==> config.mk <==
export PLATFORM = sky130hd
export DESIGN_NAME = serial_adder_sub
export DESIGN_NICKNAME = d
export VERILOG_FILES = /design/src/rtl/serial_adder_sub.sv
export SDC_FILE = /design/constraint.sdc
export NUM_CORES = 1
export LEC_CHECK = 0
export ABC_AREA = 1
export BUFFER_PORTS_ARGS = -buffer_cell sky130_fd_sc_hd__buf_4
export CAP_MARGIN = 20
export CORE_UTILIZATION = 55
export CTS_CLUSTER_DIAMETER = 200
export CTS_CLUSTER_SIZE = 16
export DETAILED_ROUTE_END_ITERATION = 10
export GPL_TIMING_DRIVEN = 0
export HOLD_SLACK_MARGIN = 0.03
export PLACE_DENSITY_LB_ADDON = 0.12
export SYNTH_ARGS = -nofsm -noshare
export SYNTH_HDL_FRONTEND = slang
export SYNTH_SLANG_ARGS = --single-unit
export TNS_END_PERCENT = 10
==> constraint.sdc <==
create_clock -name clk -period 1.35 [get_ports clk]
set_input_delay 0.135 -clock clk [delete_from_list [all_inputs] [get_ports clk]]
set_output_delay 0.135 -clock clk [all_outputs]
set_load 0.05 [all_outputs]
==> src/rtl/serial_adder_sub.sv <==
// serial_adder_sub: bit-serial add/subtract, one bit per clock LSB first, with a
// start/done handshake and results held until the next accepted operation.
module serial_adder_sub #(
    parameter int WIDTH = 8
) (
    input  logic             clk,
    input  logic             rst,
    input  logic             start,
    input  logic             sub,
    input  logic [WIDTH-1:0] a,
    input  logic [WIDTH-1:0] b,
    output logic             busy,
    output logic             done,
    output logic [WIDTH-1:0] sum,
    output logic             cout,
    output logic             ovf
);
    localparam int CNT_W = $clog2(WIDTH + 1);
    localparam int RW = WIDTH - 1;

    typedef enum logic [1:0] {IDLE, RUN, DONE} state_t;

    state_t           state, state_nxt;
    logic [WIDTH-1:0] sa, sb;
    logic [RW-1:0]    res;
    logic [CNT_W-1:0] cnt;
    logic             carry, sbit, carry_nxt, last;

    always_ff @(posedge clk) begin
        if (rst) state <= IDLE;
        else     state <= state_nxt;
    end

    always_comb begin
        state_nxt = (state == IDLE) ? (start ? RUN : IDLE) :
                    (state == RUN)  ? (last ? DONE : RUN) : IDLE;
    end

    always_comb begin
        busy = state == RUN;
        done = state == DONE;
    end

    always_comb begin
        sbit      = sa[0] ^ sb[0] ^ carry;
        carry_nxt = (sa[0] & sb[0]) | (sa[0] & carry) | (sb[0] & carry);
        last      = cnt == CNT_W'(WIDTH - 1);
    end

    // The last bit goes straight into sum so the result is visible while done is high;
    // carry at that point is the carry into the MSB.
    always_ff @(posedge clk) begin
        if (rst) begin
            sa    <= '0;
            sb    <= '0;
            res   <= '0;
            carry <= 1'b0;
            cnt   <= '0;
            sum   <= '0;
            cout  <= 1'b0;
            ovf   <= 1'b0;
        end else if (state == IDLE && start) begin
            sa    <= a;
            sb    <= sub ? ~b : b;
            carry <= sub;
            cnt   <= '0;
        end else if (state == RUN) begin
            sa    <= sa >> 1;
            sb    <= sb >> 1;
            carry <= carry_nxt;
            res   <= RW'({sbit, res} >> 1);
            cnt   <= cnt + CNT_W'(1);
            if (last) begin
                sum  <= {sbit, res};
                cout <= carry_nxt;
                ovf  <= carry ^ carry_nxt;
            end
        end
    end
endmodule

==> results by group, run 1 <==
Synth
  – Yosys cell types: 24
  – Top FF cell, synth: dfxtp_1
  – Mapped cell area: 0.001927 mm2
  – Synthesis Warnings: 0
  – Most area-hungry cell type in the Yosys netlist: dfxtp_1
  – Yosys top cell area share: 41.56%
  – Area contributors post-synth: dfxtp_1 42%, nand2_1 17%, nand3_1 6.2%
  – Dominant cell by count in the synthesized netlist: nand2_1
  – Number of synthesized flops with an enable pin: 0
  – Sequential area share after synthesis: 41.56%
  – Yosys reg bits: 40
  – Synthesized area per cell: 7.326 um2
  – Asr flop ratio synth: 0%
  – Synthesized Nets: 285
  – Most instantiated cells after synthesis: 89 x nand2_1, 40 x dfxtp_1, 24 x nand3_1, 22 x inv_1, 17 x a21oi_1
  – Mapped Cells: 263

Setup path
  – CP Launch Type: flip-flop
  – CP delay by family, top: buffers and inverters
  – Most frequent CP cell: buf_6
  – Buf/Inv on CP: 3
  – Crit-path max FO: 5
  – Critical Path RT: 1220 ps
  – Worst Path Arrival: 1190 ps
  – Crit-path max cell delay: 340 ps
  – Critical Path Sink Type: output port
  – CP Class: reg2out
  – CP max-delay cell: dfxtp_2
  – Critical-path cell list: buf_6, buf_8, nor2_4, buf_6

Layout
  – Final instance area: 0.002429 mm2
  – # nets final: 333
  – Diodes inserted: 0
  – Post-route insts no fill: 358
  – Ratio of cells with drive above 1 in the final layout: 27.24%
  – Layout overhead on the synthesized area: 26.04%

Clock network
  – CTS Root Buffer Type: clkbuf_4
  – Worst-Skew Late Latency: 360 ps
  – Clock Path Buffers: 2
  – Clock Sinks: 40
  – H-tree depth: 2
  – Reg clk slew, reported paths: 110 ps
  – Cts bufs inserted: 5
  – CTS tree: yes

Routing
  – Via count: 1761
  – Routed Antenna Nets: 0
  – DRT Wirelength: 3.946 mm
  – Via/cell ratio: 4.919
  – DR pass1 iterations: 4
  – Detailed Route Iter0 Violations: 112
  – Post-route DRC: 0
  – Routed WL per cell: 11.02 um

Die
  – Core area: 0.003337 mm2
  – Die area: 0.003744 mm2
  – Die Wd: 61.19 um
  – IO Pins: 32
  – Starting Density: 57.74%
  – Die H: 61.19 um
  – FP Rows: 21

Placement
  – Placed Cells: 339
  – IO buf count: 30
  – Detailed Place HPWL: 2.755 mm
  – Gp weighted congestion: 0.7842
  – Area after DPL: 0.002212 mm2

Timing
  – Setup violators final: 0
  – Slew margin rel.: 53.50%
  – Worst-Margin Slew: 697.5 ps
  – Hold Violations, Final: 0
  – Post-route clock period utilization: 97.93%
  – WHS: 51.94 ps
  – Final Max Slew Viols: 0
  – Final Skew: 12.79 ps
  – Minimum clock period: 1322 ps
  – Setup TNS after final layout: 0 ps
  – FMAX: 756.4 MHz
  – RSZ-0062 raised after global routing: yes

Global route
  – Gr usage total: 23.29%
  – Largest net degree at the start of global routing: 17
  – Vias in the first global route: 1438
  – Total gr overflow: 0
  – First-pass GRT wire length: 6.237 mm
  – Initial antenna violation count: 0

Status
  – Outcome: completed

Power and ir drop
  – Power Total: 2519 uW
  – Pwr dens: 1037 mW/mm2
  – VDD IR-drop max: 0.6516 mV
  – Leakage: 0.001099 uW

Worst hold path
  – Hold/Removal Path Class: in2reg

Job
  – Max-cap check violation count: 0
## worst paths after layout
| path | cells after the start | end | start | slack [ps] |
|---|---|---|---|---|
| hold reg to reg | 2 | res[2] | res[2] | 470 |
| setup / recovery | 4 | done | state[0] | 30 |
| hold / removal | 4 | sb[7] | b[7] | 50 |
| setup reg to reg | 6 | sb[5] | state[0] | 70 |
## cell type report
class,count,area [um2]
timing repair buffer,42,325.3
buffer,10,85.08
sequential,40,808.3
inverter,23,88.84
clock inverter,3,46.29
clock buffer,5,37.54
multi-input combinational,189,979.7
fill,291,908.4
tap,46,57.56
## per-layer routing
metal | GRT usage, % | vias to the layer above | wire [um]
li1 | - | 934 | -
met1 | 29.15 | 786 | 1805
met2 | 37.58 | 35 | 1941
met3 | 5.252 | 6 | 129
met4 | 12.01 | 0 | 69
met5 | 0 | - | 0
## metrics by stage
stage	utilization, %	setup WS (ps)
floorplan	-	-39.91
global placement	66.29	54.85
detailed placement	66.29	30.02
CTS	71.58	7.873
global route	72.78	-29.96
finish	72.78	27.92
## cell usage in the layout (no fill, tap or decap), types with 2 or more instances in the layout
cell type,instances
buf_4,38
a21oi_1,17
dlygate4sd3_1,2
xor2_1,3
clkbuf_1,2
o21ai_0,14
nor2_4,5
o21ai_1,2
nand2_2,3
clkbuf_4,5
inv_1,21
nand3_1,24
dfxtp_1,36
a21oi_2,10
dfxtp_2,3
buf_6,6
nand3b_1,6
buf_2,3
nor2_1,10
nand2_1,88
nand2_4,3
## worst min-delay path, cell delays in order
cell,delay [ps]
buf_4,80
xor2_1,50
nand2_1,50
a21oi_1,50
## logic make-up after synthesis
| logic type | after synthesis | synth area share [%] |
|---|---|---|
| AO/OA/AOI/OAI | 45 | 14.35 |
| AND/OR/NAND/NOR | 139 | 32.27 |
| flip-flops | 40 | 41.56 |
| adder cells (fa/ha/maj) | 2 | 1.688 |
| buffers and inverters | 34 | 8.767 |
| XOR/XNOR | 3 | 1.364 |
## report_power, final
group	internal, uW	switching [uW]
clock	395	416
combinational	191	238
sequential	1240	35.2
## registers in the layout (all words and copies together), names as in the netlist
name   flops
cout       1
res        7
cnt        4
sb         8
sa         8
carry      1
sum        8
state      2
ovf        1
## repair_timing
item / CTS / global route
hold endpoints to repair: 2 / 0
setup buffers: 6 / 3
gates resized for setup: 10 / 7
pin swaps: 1 / 3
hold buffers: 2 / 0
endpoints found under the setup margin: 2 / 25
gates cloned: 1 / 0
(Power assumes the default switching activity.)
==> inputs of run 2 (changes only) <==
--- a/config.mk
+++ b/config.mk
@@ -14,7 +14,7 @@
 export DETAILED_ROUTE_END_ITERATION = 10
 export GPL_TIMING_DRIVEN = 0
 export HOLD_SLACK_MARGIN = 0.03
-export PLACE_DENSITY_LB_ADDON = 0.12
+export PLACE_DENSITY_LB_ADDON = 0.25
 export SYNTH_ARGS = -nofsm -noshare
 export SYNTH_HDL_FRONTEND = slang
 export SYNTH_SLANG_ARGS = --single-unit
==> run 2 against run 1 <==
  * Die area did not move
  * Highest routed layer unchanged
  * Clock power rose by 1%
  * Critical path type unchanged
  * Sequential power about the same
  * Sequential share of layout area grew 0.29 points
  * Largest cell class unchanged
==> results by group, run 2 (same netlist as run 1, synthesis figures left out) <==
Layout
  – # nets final: 331
  – Most frequent cells in the layout: 90 x nand2_1, 38 x dfxtp_1, 35 x buf_4
  – Ratio of cells with drive above 1 in the final layout: 25.48%
  – Fillers: 303
  – Diodes inserted: 0
  – Commonest non-fill, non-tap cell in the layout: nand2_1
  – Final instance area: 0.002400 mm2
  – Layout overhead on the synthesized area: 24.55%
  – Largest registers: sa: 8 flops, sb: 8 flops, sum: 8 flops
  – Fin util: 71.92%

Timing
  – Setup violators final: 0
  – Slew margin rel.: 51.30%
  – Final Max Slew Viols: 0
  – RSZ-0062 raised after global routing: yes
  – Minimum clock period: 1338 ps
  – Final Skew: 14.47 ps
  – Post-route clock period utilization: 99.12%
  – Worst-Margin Slew: 730.5 ps
  – Hold Violations, Final: 0
  – FMAX: 747.3 MHz

Setup path
  – CP max-delay cell: dfxtp_1
  – Critical Path RT: 1220 ps
  – Crit-path max cell delay: 330 ps
  – Worst Path Arrival: 1200 ps
  – Crit-path max FO: 10
  – CP Launch Type: flip-flop
  – Most frequent CP cell: buf_6
  – CP Class: reg2out
  – R2R setup slack: 70 ps
  – Critical Path Sink Type: output port
  – Worst R2R Start: state[0]
  – Worst Reg-to-Reg Cells: 6
  – Critical-path cell list: buf_6, buf_6, nor2_2, buf_6
  – RR Endpoint: sb[4]

Global route
  – Vias in the first global route: 1451
  – Total gr overflow: 0
  – Largest net degree at the start of global routing: 17
  – Gr usage total: 22.66%
  – First-pass GRT wire length: 6.203 mm
  – Initial antenna violation count: 0

Routing
  – DRT Wirelength: 4.022 mm
  – Post-route DRC: 0
  – Via count: 1776
  – DR pass1 iterations: 5
  – Routed Antenna Nets: 0
  – Via/cell ratio: 4.989
  – Routed WL per cell: 11.30 um
  – Detailed Route Iter0 Violations: 98

Placement
  – Detailed Place HPWL: 2.768 mm
  – Area after DPL: 0.002212 mm2
  – IO buf count: 30
  – Gp weighted congestion: 0.7692

Clock network
  – Worst-Skew Late Latency: 360 ps
  – Reg clk slew, reported paths: 120 ps
  – Clock Path Buffers: 2
  – H-tree depth: 2
  – CTS tree: yes
  – Clock Sinks: 40
  – Cts bufs inserted: 5
  – CTS Root Buffer Type: clkbuf_4

Job
  – Max-cap check violation count: 0

Die
  – Die area: 0.003744 mm2
  – Die H: 61.19 um
  – FP Rows: 21
  – IO Pins: 32
  – Core area: 0.003337 mm2
  – Starting Density: 57.74%
  – Die Wd: 61.19 um

Worst hold path
  – Hold Path Sink: sb[7]
  – Hold Path Origin: b[7]
  – Hold/Removal Path Class: in2reg
  – Hold Path Stages: 4

Power and ir drop
  – Pwr dens: 1052 mW/mm2
  – Leakage: 0.001069 uW
  – VDD IR-drop max: 0.7176 mV
  – Power Total: 2524 uW

Status
  – Outcome: completed
-- run 2: final cells by class --
| type | count | area [um2] | area share, % |
|---|---|---|---|
| flip-flops and latches | 40 | 805.8 | 33.58 |
| multi-input cells | 190 | 973.4 | 40.56 |
| plain buffers | 10 | 81.33 | 3.389 |
| clock buffers | 5 | 37.54 | 1.564 |
| repair buffers | 39 | 309.0 | 12.88 |
| inverters | 23 | 88.84 | 3.702 |
| clock inverters | 3 | 46.29 | 1.929 |
| well taps | 46 | 57.56 | 2.398 |
-- run 2: how the worst max path moves through the flow --
stage / start / end / slack [ps] / cells after the start
3_5_place_dp: state[0] / sum[0] / -10 / 6
2_1_floorplan: state[0] / cout / -40 / 6
6_report: state[0] / done / 10 / 4
5_1_grt: state[0] / done / -40 / 4
4_1_cts: state[0] / done / -1 / 4
3_3_place_gp: state[0] / cout / 30 / 6
-- run 2: power breakdown --
group	total, uW	switching [uW]	internal (uW)	leakage [uW]
Clock	819	424	396	0.0000418
Sequential	1280	33.9	1240	0.000329
Combinational	428	239	189	0.000699
-- run 2: worst max-delay path: cells and delay by family (launching register included) --
kind,cells,cell delay [ps]
and+or+nand+nor,1,110
buffers and inverters,3,410
DFF,1,330
-- run 2: layer usage --
layer  global-route usage [%]  vias up  wire (um)
met5                        0        -          0
met4                    7.792        0         55
met3                    6.303        6        149
met2                    37.42       34       1945
met1                    28.44      804       1871
li1                         -      932          -
-- run 2: stage by stage --
step           instances  TNS, ps  hold slack [ps]  setup WS (ps)
6_report             356        0            43.52          11.82
4_1_cts              354   -1.367            37.54         -1.367
3_3_place_gp         339        0            333.6          32.06
3_5_place_dp         339   -14.05            336.7         -14.05
2_1_floorplan        263   -79.82            213.5         -39.91
5_1_grt              356   -74.04            69.47         -38.06
-- run 2: timing repair --
action	in CTS	in global routing
endpoints found under the hold margin	2	0
cloned	0	1
endpoints found under the setup margin	5	24
hold buffers	2	0
setup buffers	6	1
resized for setup	6	7
pin swaps	1	2
